**src/rtl/serial_arith_pkg.sv**
```systemverilog
// Shared definitions for the serial arithmetic blocks: controller state
// encoding and the slice-count helper.
package serial_arith_pkg;

   typedef enum logic [1:0] {
      ST_IDLE = 2'd0,
      ST_RUN  = 2'd1,
      ST_DONE = 2'd2
   } state_t;

   // Number of slices needed to cover a word of the given width.
   function automatic int calc_nslice(input int width, input int bits_per_cycle);
      return width / bits_per_cycle;
   endfunction

endpackage

```
**src/rtl/full_subtractor_cell.sv**
```systemverilog
// One-bit full subtractor: d = x - y - bi, bo set when the bit underflows.
module full_subtractor_cell (
   input  logic x,
   input  logic y,
   input  logic bi,
   output logic d,
   output logic bo
);

   assign d  = x ^ y ^ bi;
   assign bo = (~x & y) | (~(x ^ y) & bi);

endmodule

```
**src/rtl/serial_subtractor.sv**
```systemverilog
// Multi-cycle unsigned subtractor: diff = a - b - bin, processed
// BITS_PER_CYCLE bits per clock, least significant slice first.
//
// state   | meaning
// --------+-----------------------------------------------------------
// ST_IDLE | waiting for start; diff/bout hold the last result
// ST_RUN  | one slice per clock through the cell chain; start ignored
// ST_DONE | single cycle, result valid; start accepted as in ST_IDLE
module serial_subtractor
   import serial_arith_pkg::*;
#(
   parameter int WIDTH          = 8,
   parameter int BITS_PER_CYCLE = 1
) (
   input  logic             clk,
   input  logic             rst,
   input  logic             start,
   input  logic [WIDTH-1:0] a,
   input  logic [WIDTH-1:0] b,
   input  logic             bin,
   output logic             busy,
   output logic             done,
   output logic [WIDTH-1:0] diff,
   output logic             bout
);

   localparam int NSLICE = calc_nslice(WIDTH, BITS_PER_CYCLE);
   localparam int CNT_W  = $clog2(NSLICE + 1);
   localparam logic [CNT_W-1:0] LAST_SLICE = CNT_W'(NSLICE - 1);

   if (WIDTH < 1 || BITS_PER_CYCLE < 1 || (WIDTH % BITS_PER_CYCLE) != 0) begin : g_param_check
      $error("serial_subtractor: BITS_PER_CYCLE must be >= 1 and divide WIDTH exactly");
   end

   state_t             state_q, state_d;
   logic [WIDTH-1:0]   a_q, a_d;
   logic [WIDTH-1:0]   b_q, b_d;
   logic [WIDTH-1:0]   res_q, res_d;
   logic [WIDTH-1:0]   diff_q, diff_d;
   logic               borrow_q, borrow_d;
   logic               bout_q, bout_d;
   logic [CNT_W-1:0]   cnt_q, cnt_d;

   logic [BITS_PER_CYCLE-1:0] slice_diff;
   logic [BITS_PER_CYCLE:0]   chain_b;
   logic [WIDTH-1:0]          res_shift;

   assign chain_b[0] = borrow_q;

   for (genvar i = 0; i < BITS_PER_CYCLE; i++) begin : g_cell
      full_subtractor_cell u_cell (
         .x  (a_q[i]),
         .y  (b_q[i]),
         .bi (chain_b[i]),
         .d  (slice_diff[i]),
         .bo (chain_b[i+1])
      );
   end

   // New slice enters at the top so the word ends up in arithmetic order
   // once every slice has been shifted in.
   assign res_shift = (res_q >> BITS_PER_CYCLE) | (WIDTH'(slice_diff) << (WIDTH - BITS_PER_CYCLE));

   // Next-state, operand shifting and result capture.
   always_comb begin
      state_d  = state_q;
      a_d      = a_q;
      b_d      = b_q;
      res_d    = res_q;
      diff_d   = diff_q;
      borrow_d = borrow_q;
      bout_d   = bout_q;
      cnt_d    = cnt_q;
      case (state_q)
         ST_IDLE, ST_DONE: begin
            if (start) begin
               state_d  = ST_RUN;
               a_d      = a;
               b_d      = b;
               borrow_d = bin;
               cnt_d    = '0;
               res_d    = '0;
            end else begin
               state_d  = ST_IDLE;
            end
         end
         ST_RUN: begin
            a_d      = a_q >> BITS_PER_CYCLE;
            b_d      = b_q >> BITS_PER_CYCLE;
            res_d    = res_shift;
            borrow_d = chain_b[BITS_PER_CYCLE];
            cnt_d    = cnt_q + CNT_W'(1);
            if (cnt_q == LAST_SLICE) begin
               state_d = ST_DONE;
               diff_d  = res_shift;
               bout_d  = chain_b[BITS_PER_CYCLE];
            end
         end
         default: state_d = ST_IDLE;
      endcase
   end

   // State and datapath registers; reset drops any operation in flight.
   always_ff @(posedge clk) begin
      if (rst) begin
         state_q  <= ST_IDLE;
         a_q      <= '0;
         b_q      <= '0;
         res_q    <= '0;
         diff_q   <= '0;
         borrow_q <= 1'b0;
         bout_q   <= 1'b0;
         cnt_q    <= '0;
      end else begin
         state_q  <= state_d;
         a_q      <= a_d;
         b_q      <= b_d;
         res_q    <= res_d;
         diff_q   <= diff_d;
         borrow_q <= borrow_d;
         bout_q   <= bout_d;
         cnt_q    <= cnt_d;
      end
   end

   assign busy = (state_q == ST_RUN);
   assign done = (state_q == ST_DONE);
   assign diff = diff_q;
   assign bout = bout_q;

endmodule

```
**config.mk**
```make
export PLATFORM = sky130hd
export DESIGN_NAME = serial_subtractor
export DESIGN_NICKNAME = d
export VERILOG_FILES = /design/src/rtl/serial_arith_pkg.sv /design/src/rtl/full_subtractor_cell.sv /design/src/rtl/serial_subtractor.sv
export SDC_FILE = /design/constraint.sdc
export NUM_CORES = 1
export LEC_CHECK = 0
export CELL_PAD_IN_SITES_DETAIL_PLACEMENT = 2
export CELL_PAD_IN_SITES_GLOBAL_PLACEMENT = 2
export CORE_UTILIZATION = 30
export DETAILED_ROUTE_END_ITERATION = 10
export PLACE_DENSITY_LB_ADDON = 0.1
export SLEW_MARGIN = 20
export SYNTH_ARGS = -nofsm -noshare
export SYNTH_HDL_FRONTEND = slang
export SYNTH_SLANG_ARGS = --single-unit
```
**constraint.sdc**
```tcl
create_clock -name clk -period 1.6 [get_ports clk]
set_input_delay 0.16 -clock clk [delete_from_list [all_inputs] [get_ports clk]]
set_output_delay 0.16 -clock clk [all_outputs]
set_load 0.05 [all_outputs]
```
==> impl_metrics.json <==
{
  "outcome": "completed",
  "period_share_pct": 95.1,
  "dieArea_sq_mm": 0.00557,
  "worstSkewPairLatency_ns": 0.29,
  "via_count": 1445,
  "hp-class": "in -> reg",
  "clkPwrFrac_pct": 33.4,
  "intPower_mw": 1.43,
  "maxSlewHeadroom_pct": 76.7,
  "timing.rr.start": "cnt_q[0]$_SDFFE_PP0P_",
  "cts_sinks": 39,
  "dp_hpwl_mm": 3.08,
  "syn_area_sq_mm": 0.00158,
  "finalClockSkew_ns": 0.00344,
  "cp-start-kind": "flop",
  "hold_depth": 3,
  "route.detailed.wl_per_inst_microns": 16.4,
  "grt_max_degree": 27,
  "final-hold-violation-count": 0,
  "gp_congestion": 0.671,
  "cts_buffer_depth": 2,
  "ff2ff_setup_slack_ns": 0.23,
  "tightest_slew_ns": 0.349,
  "syn_to_final_growth_pct": 29.5,
  "crit_type": "reg -> out",
  "antenna_found_initial": 0,
  "first_iter_violations": 45,
  "hold_ws_ns": 0.432,
  "regToRegEndpoint": "diff[0]$_SDFFE_PP0P_",
  "powerDensity_mw_per_mm2": 959,
  "layout.nets": 232,
  "drive_gt1_share_pct": 15.6,
  "seqPwrFrac_pct": 52.5,
  "max_freq_ghz": 0.657,
  "drc": 0,
  "finalCriticalPeriod_ns": 1.52,
  "p_leak_nw": 0.725,
  "avgSynthCellArea_sq_um": 8.74,
  "worstHoldEndpoint": "b_q[7]$_SDFFE_PP0P_",
  "power.total_mw": 1.97,
  "p_switching_mw": 0.535,
  "final.setup.worst_slack_ns": 0.0789,
  "slew_violations": 0,
  "ys_seq_area_share_pct": 49.3,
  "setup_viol": 0,
  "place_inst": 272,
  "start_util_pct": 31.0,
  "drt-total-wl_mm": 4.61,
  "rsz0062_at_grt": "no",
  "final_antenna_net_count": 0,
  "placement.cell_area_sq_mm": 0.00195,
  "synth_warnings": 0,
  "ctsHoldBuffers": 0,
  "port_buffers": 30,
  "grt_use_total_pct": 17.9,
  "cts_tree": "done",
  "grt_pass1_vias": 1502,
  "swShare_pct": 27.2,
  "rr_worst_depth": 5,
  "cts.clk_slew.worst_paths_ns": 0.08,
  "placementRows": 26,
  "htreeDepth": 2,
  "grt_pass1_wl_mm": 7.43,
  "dieWidth_microns": 74.6,
  "dp_slack_ns": -0.00199,
  "worstPathRequired_ns": 1.44,
  "cap_viol_max_count": 0,
  "cp-end-kind": "output port",
  "ys_seq_elements": 39,
  "path_max_fanout": 23,
  "cp_data_arrival_time_ns": 1.36,
  "design_area_sq_mm": 0.00205,
  "coreArea_sq_mm": 0.00511,
  "diodes": 0,
  "ioPinCount": 31,
  "synth_cell_types": 28,
  "syn-num-nets": 203,
  "cts-root-buf": "clkbuf_8",
  "numCtsBuffers": 5,
  "die_h_microns": 74.6,
  "vdd_drop_max_v": 0.000356,
  "syn-instance-count": 181,
  "stdcell_count": 281,
  "combPwrFrac_pct": 14.2,
  "vias_per_cell": 5.14,
  "first_pass_iters": 4,
  "grt.overflow.total": 0,
  "hold_start": "b[7]"
}
power by group through the flow:
| stage | sequential, mW | combinational (mW) | clock (mW) |
|---|---|---|---|
| after global routing | 1.04 | 0.307 | 0.717 |
| after detailed placement | 1.05 | 0.280 | 0 |
| after floorplan | 1.05 | 0.161 | 0 |
| after global placement | 1.05 | 0.267 | 0 |
| after CTS | 1.03 | 0.282 | 0.683 |
| final | 1.03 | 0.278 | 0.656 |
metal layers:
metal	global-route usage, %	vias to the layer above	wire length [microns]
met5	0	-	0
met3	3.61	5	117
met2	29.7	22	2290
met4	6.92	0	53
met1	23.0	713	2150
li1	-	705	-
repair_timing:
action | 4_1_cts | 5_1_grt
buffers inserted | 0 | 1
pin swaps | 0 | 0
gates resized for setup | 1 | 2
endpoints found under the setup margin | 1 | 3
gates cloned | 0 | 0
cell type report:
type / instances / area, sq um
Clock buffer: 5 / 68.8
Clock inverter: 3 / 15.0
Fill cell: 591 / 3060
Inverter: 3 / 16.3
Multi-Input combinational cell: 122 / 703
Sequential cell: 39 / 781
Tap cell: 70 / 87.6
Timing Repair Buffer: 39 / 378
logic make-up after synthesis:
family | share of synthesized area, %
AOI/OAI and AO/OA | 22.8
and+or+nand+nor | 17.8
DFF | 49.3
buffers and inverters | 6.40
muxes | 1.66
adders and majority gates | 2.06
state kept, by name (all words and copies together) (netlist names):
signal	flops
state_q	2
diff	8
cnt_q	4
bout	1
b_q	8
res_q	7
borrow_q	1
a_q	8
worst max-delay path by stage:
stage,startpoint,to,slack [ns]
2_1_floorplan,cnt_q[0]$_SDFFE_PP0P_,bout$_SDFFE_PP0P_,0.40
3_3_place_gp,start,b_q[3]$_SDFFE_PP0P_,0.14
3_5_place_dp,start,b_q[5]$_SDFFE_PP0P_,-0.002
4_1_cts,state_q[1]$_SDFFE_PP0P_,busy,0.0001
5_1_grt,state_q[0]$_SDFFE_PP0P_,busy,0.008
6_report,state_q[1]$_SDFFE_PP0P_,busy,0.08
critical path, cell delays in order (launching register included):
cell and delay (ns):
dfxtp_1 0.34, nand2b_2 0.21, clkinv_4 0.16, buf_12 0.20, buf_12 0.15
layout by cell type (no fill, tap or decap), drive strengths merged:
cell type / n
nand2: 10
dfxtp: 39
buf: 20
nand2b: 3
a2bb2oi: 1
and3b: 1
nor2b: 2
a22oi: 14
o21ai: 8
nand4: 1
clkdlybuf4s50: 19
nor2: 2
fa: 1
mux2: 2
ha: 1
a21oi: 37
a311oi: 1
nand3b: 1
a211oi: 1
nor3: 1
clkbuf: 5
inv: 2
clkinv: 4
nand3: 34
nor3b: 1
per-stage QoR:
stage / util [%] / TNS, ns
floorplan: - / 0
global placement: 38.2 / 0
detailed placement: 38.2 / -0.00199
CTS: 39.9 / 0
global route: 40.1 / 0
finish: 40.1 / 0
cells in the mapped netlist (all sizes together):
cell type | count | share of area (%)
nor2 | 2 | 0.47
and3b | 1 | 0.55
nor2b | 2 | 0.79
mux2 | 2 | 1.7
ha | 1 | 0.79
nand3b | 1 | 0.47
nand4 | 1 | 0.40
nand2 | 10 | 2.4
o21ai | 8 | 2.5
a311oi | 1 | 0.55
buf | 16 | 5.5
a22oi | 14 | 6.6
nand3 | 34 | 11
nand2b | 3 | 1.2
clkbuf | 1 | 0.24
a21oi | 37 | 12
a211oi | 1 | 0.79
nor3 | 1 | 0.32
inv | 3 | 0.71
a2bb2oi | 1 | 0.55
fa | 1 | 1.3
dfxtp | 39 | 49
nor3b | 1 | 0.47
Power figures use the tool's default switching activity.
==> patch 1, RTL diff (same flow settings) <==
Put a register stage on the outputs `busy` and `done`, without a reset. The values now appear one clock later. The other outputs are not delayed to match.
--- a/src/rtl/serial_subtractor.sv
+++ b/src/rtl/serial_subtractor.sv
@@ -124,6 +124,8 @@
    end
 
-   assign busy = (state_q == ST_RUN);
-   assign done = (state_q == ST_DONE);
+   always_ff @(posedge clk) begin
+      busy <= (state_q == ST_RUN);
+      done <= (state_q == ST_DONE);
+   end
    assign diff = diff_q;
    assign bout = bout_q;
Check against the original RTL: not equivalent (a bounded check fails within 4 cycles, from zero or initial values and one cycle with rst high).
==> patch 1 against the unedited design <==
Sequential share of layout area rose by 0.86 points; worst setup slack better by 0.14 ns; design area grew 2.8%; synthesized cell count increased by 1.1%; combinational power about the same; total power grew 7.2%; first-iteration DRC count increased by 2.2%; via count rose by 2.4%; routed wire length is 0.65% lower; highest routed layer unchanged; sequential cell count grew 2; synthesized area grew 2.5%.
==> patch 1: results <==
finish:
  drive_above_1_share_pct: 15.4
  fillers: 563
synth:
  syn_avg_cell_area_sq_um: 8.87
  syn-num-nets: 205
  synth-seq-area-share_pct: 50.6
  yosys-top-cells-count: "41 x dfxtp_1, 37 x a21oi_1, 34 x nand3_1, 14 x a22oi_1, 12 x buf_2"
placed_design:
  placedCellCount: 275
  routabilityCongestion: 0.711
  post-place-ws_ns: 0.103
  placed_area_sq_um: 2000
global_routing:
  grt_usage_pct: 17.9
  grt_pass1_vias: 1601
  grt_max_degree: 33
  met1_usage_pct: 19.4
  grt_util_met3_pct: 4.10
  grt_use_met2_pct: 34.3
routing:
  vias: 1480
  drt-total-wl_microns: 4580
  viasPerCell: 5.21
  drtIter0Drc: 46
power_and_ir_drop:
  p_leak_nw: 0.755
  peakVddDrop_uv: 354
hold_path:
  worstHoldEndpoint: "a_q[7]"
  hp-start: "a[7]"
clocking:
  ctsResizeCount: 0
run_status:
  run_status: "finished, final reports clean"
worst_setup_path:
  reg2reg_to: "a_q[1]"
  worstPathArrival_ns: 1.55
timing:
  relSlewSlack_pct: 82.5
patch 1: cell count changes in the layout (fill, tap and decap cells not counted), sizes merged:
| cell | unedited run | this run |
|---|---|---|
| inv | 2 | 3 |
| buf | 20 | 21 |
| clkbuf | 5 | 7 |
| clkinv | 4 | 1 |
| dfxtp | 39 | 41 |
patch 1: critical path, stage by stage (launching register included):
cell,delay [ns]
dfxtp_1,0.32
nand2b_1,0.25
inv_2,0.18
buf_12,0.19
a22oi_1,0.21
a21oi_1,0.10
patch 1: kinds of logic after synthesis:
group / share of synthesized area (%)
simple gates: 17.3
compound gates: 22.2
flops: 50.6
mux: 1.62
fa+ha+maj: 2.00
buf+inv: 6.25
patch 1: area by class of cell:
type / count / area (sq um) / share of cell area [%]
inverters: 3 / 11.3 / 0.534
clock inverters: 1 / 5.00 / 0.238
flip-flops and latches: 41 / 821 / 39.0
well taps: 70 / 87.6 / 4.16
clock buffers: 7 / 96.3 / 4.57
multi-input cells: 122 / 701 / 33.3
repair buffers: 40 / 385 / 18.3
patch 1: power breakdown:
part / internal, mW / total (mW) / switching, mW
Clock: 0.390 / 0.747 / 0.357
Sequential: 1.06 / 1.08 / 0.0234
Combinational: 0.125 / 0.277 / 0.152
Total: 1.57 / 2.11 / 0.532
patch 1: worst max path at each step:
stage / endpoint / slack [ns] / cells after the start
finish: a_q[1] / 0.22 / 5
global route: diff[4] / 0.13 / 5
CTS: diff[4] / 0.1 / 4
detailed placement: diff[4] / 0.10 / 4
global placement: diff[6] / 0.20 / 4
floorplan: bout / 0.40 / 5
patch 1: what timing repair did:
item | in CTS | in global routing
buffers inserted | 0 | 1
endpoints found under the hold margin | 0 | 0
setup endpoints to repair | 0 | 1
hold buffers | 0 | 0
patch 1: per-layer routing:
layer	part of all wire (%)	routed length, microns
met4	1.1	50
met1	43	1950
met5	0	0
met2	53	2430
met3	3.3	153
==> patch 2, RTL diff (same settings) <==
Made on the original files. Set the parameter `WIDTH` to 4 (it was 8).
--- a/src/rtl/serial_subtractor.sv
+++ b/src/rtl/serial_subtractor.sv
@@ -10,5 +10,5 @@
    import serial_arith_pkg::*;
 #(
-   parameter int WIDTH          = 8,
+   parameter int WIDTH          = 4,
    parameter int BITS_PER_CYCLE = 1
 ) (
Ports: changed (resized a, b and diff); port bits go from 31 to 19. The function was not compared with the original's and may differ.
==> patch 2 against the unedited design <==
Worst setup slack better by 0.14 ns; total power is 48% lower; sequential cell count is 17 lower; combinational power is 33% lower; routed wire length is 50% lower; synthesized area is 39% lower; design area is 42% lower; highest routed layer unchanged; largest power group unchanged; critical path type unchanged; clock power is 62% lower; critical path depth is 1 lower; final cell count is 38% lower; die area is 38% lower.
==> patch 2: results <==
run_status:
  run_status: "finished, final reports clean"
worst_setup_path:
  r2r_slack_ns: 0.30
  reg2reg_to: "state_q[0]"
  crit_family: "flip-flops"
  r2r_cells: 5
  crit_start: "state_q[0]"
  crit_slowest_cell: "dfxtp_1"
  path_max_fanout: 13
  r2r_start: "cnt_q[0]"
  worstPathArrival_ns: 1.22
  cpPeakStageDelay_ns: 0.41
routing:
  antenna_left: 0
  vias: 827
  drt-total-wl_microns: 2290
  drt_first_pass_iters: 3
  drtIter0Drc: 23
synth:
  synth_adder_area_share_pct: 4.69
  synthMuxAreaShare_pct: 0
  synth_cell_types: 20
  synthTopCellsByArea: "dfxtp_1 46%, nand2_1 8.6%, a21oi_1 7.3%"
  synth-seq-area-share_pct: 45.8
  synth-compound-area-share_pct: 16.0
  yosysWarnings: 0
  syn-num-nets: 127
  synthXorXnorAreaFrac_pct: 0
  yosys-top-cells-count: "22 x dfxtp_1, 22 x nand2_1, 14 x a21oi_1, 13 x nand3_1, 8 x nor2_1"
placed_design:
  hpwlAfterDp_microns: 1640
  port_buffers: 18
  routabilityCongestion: 0.694
hold_path:
  hp-start: "b[3]"
  worstHoldEndpoint: "b_q[3]"
  whs_path_depth: 3
power_and_ir_drop:
  p_sw_share_pct: 26.9
  peakVddDrop_uv: 319
  p_leak_nw: 0.441
clocking:
  ctsResizeCount: 0
  cts_root_buf: "clkbuf_4"
  cts_buffers: 3
  clockBufferDepth: 2
  htree_levels: 1
  cts.clk_slew.worst_paths_ns: 0.11
  post-cts-setup-buffer-count: 0
global_routing:
  grt_max_degree: 23
  grt_util_met3_pct: 2.64
  grt_usage_pct: 15.5
  grt_first_pass_wirelength_microns: 3970
  grt_use_met2_pct: 28.1
  grt_pass1_vias: 875
  met1_usage_pct: 17.8
timing:
  tightestPinTransition_ns: 0.248
  skew_ns: 0.00213
finish:
  drive_above_1_share_pct: 14.0
  antenna_cells: 0
  fin_nets: 146
patch 2: cell count changes after synthesis, moves of 2 or more:
cell	delta
a21oi_1	-23
a22oi_1	-14
a311oi_1	+5
buf_1	-2
buf_2	-10
buf_6	+4
dfxtp_1	-17
nand2_1	+12
nand3_1	-21
nor2_1	+6
o21ai_0	-8
patch 2: power by group through the flow:
stage | sequential, mW | clock, mW | combinational, mW
6_report | 0.593 | 0.248 | 0.185
5_1_grt | 0.598 | 0.295 | 0.205
4_1_cts | 0.593 | 0.265 | 0.189
3_5_place_dp | 0.606 | 0 | 0.187
3_3_place_gp | 0.604 | 0 | 0.180
2_1_floorplan | 0.601 | 0 | 0.126
patch 2: per-stage QoR:
stage	cells	worst slack, ns	instance area (sq um)	total power, mW	hold WS, ns
6_report	173	0.220	1190	1.03	0.401
5_1_grt	173	0.0821	1190	1.10	0.392
4_1_cts	173	0.191	1190	1.05	0.393
3_5_place_dp	170	0.192	1170	0.793	0.464
3_3_place_gp	170	0.235	1170	0.785	0.446
2_1_floorplan	112	0.384	961	0.727	0.228
patch 2: worst max path at each step:
| stage | end | slack [ns] |
|---|---|---|
| floorplan | diff[3] | 0.38 |
| global placement | b_q[2] | 0.24 |
| detailed placement | b_q[2] | 0.19 |
| CTS | busy | 0.19 |
| global route | busy | 0.08 |
| finish | busy | 0.22 |
patch 2: layout make-up:
cell class | count | area (sq um)
multi-input cells | 76 | 422
clock buffers | 3 | 22.5
inverters | 4 | 17.5
flip-flops and latches | 22 | 440
well taps | 44 | 55.1
fillers | 371 | 1860
repair buffers | 24 | 233
patch 2: layer usage:
layer,vias up,part of all wire [%]
met5,-,0
met4,0,1.9
met3,5,2.7
met2,16,50
met1,390,45
li1,416,-
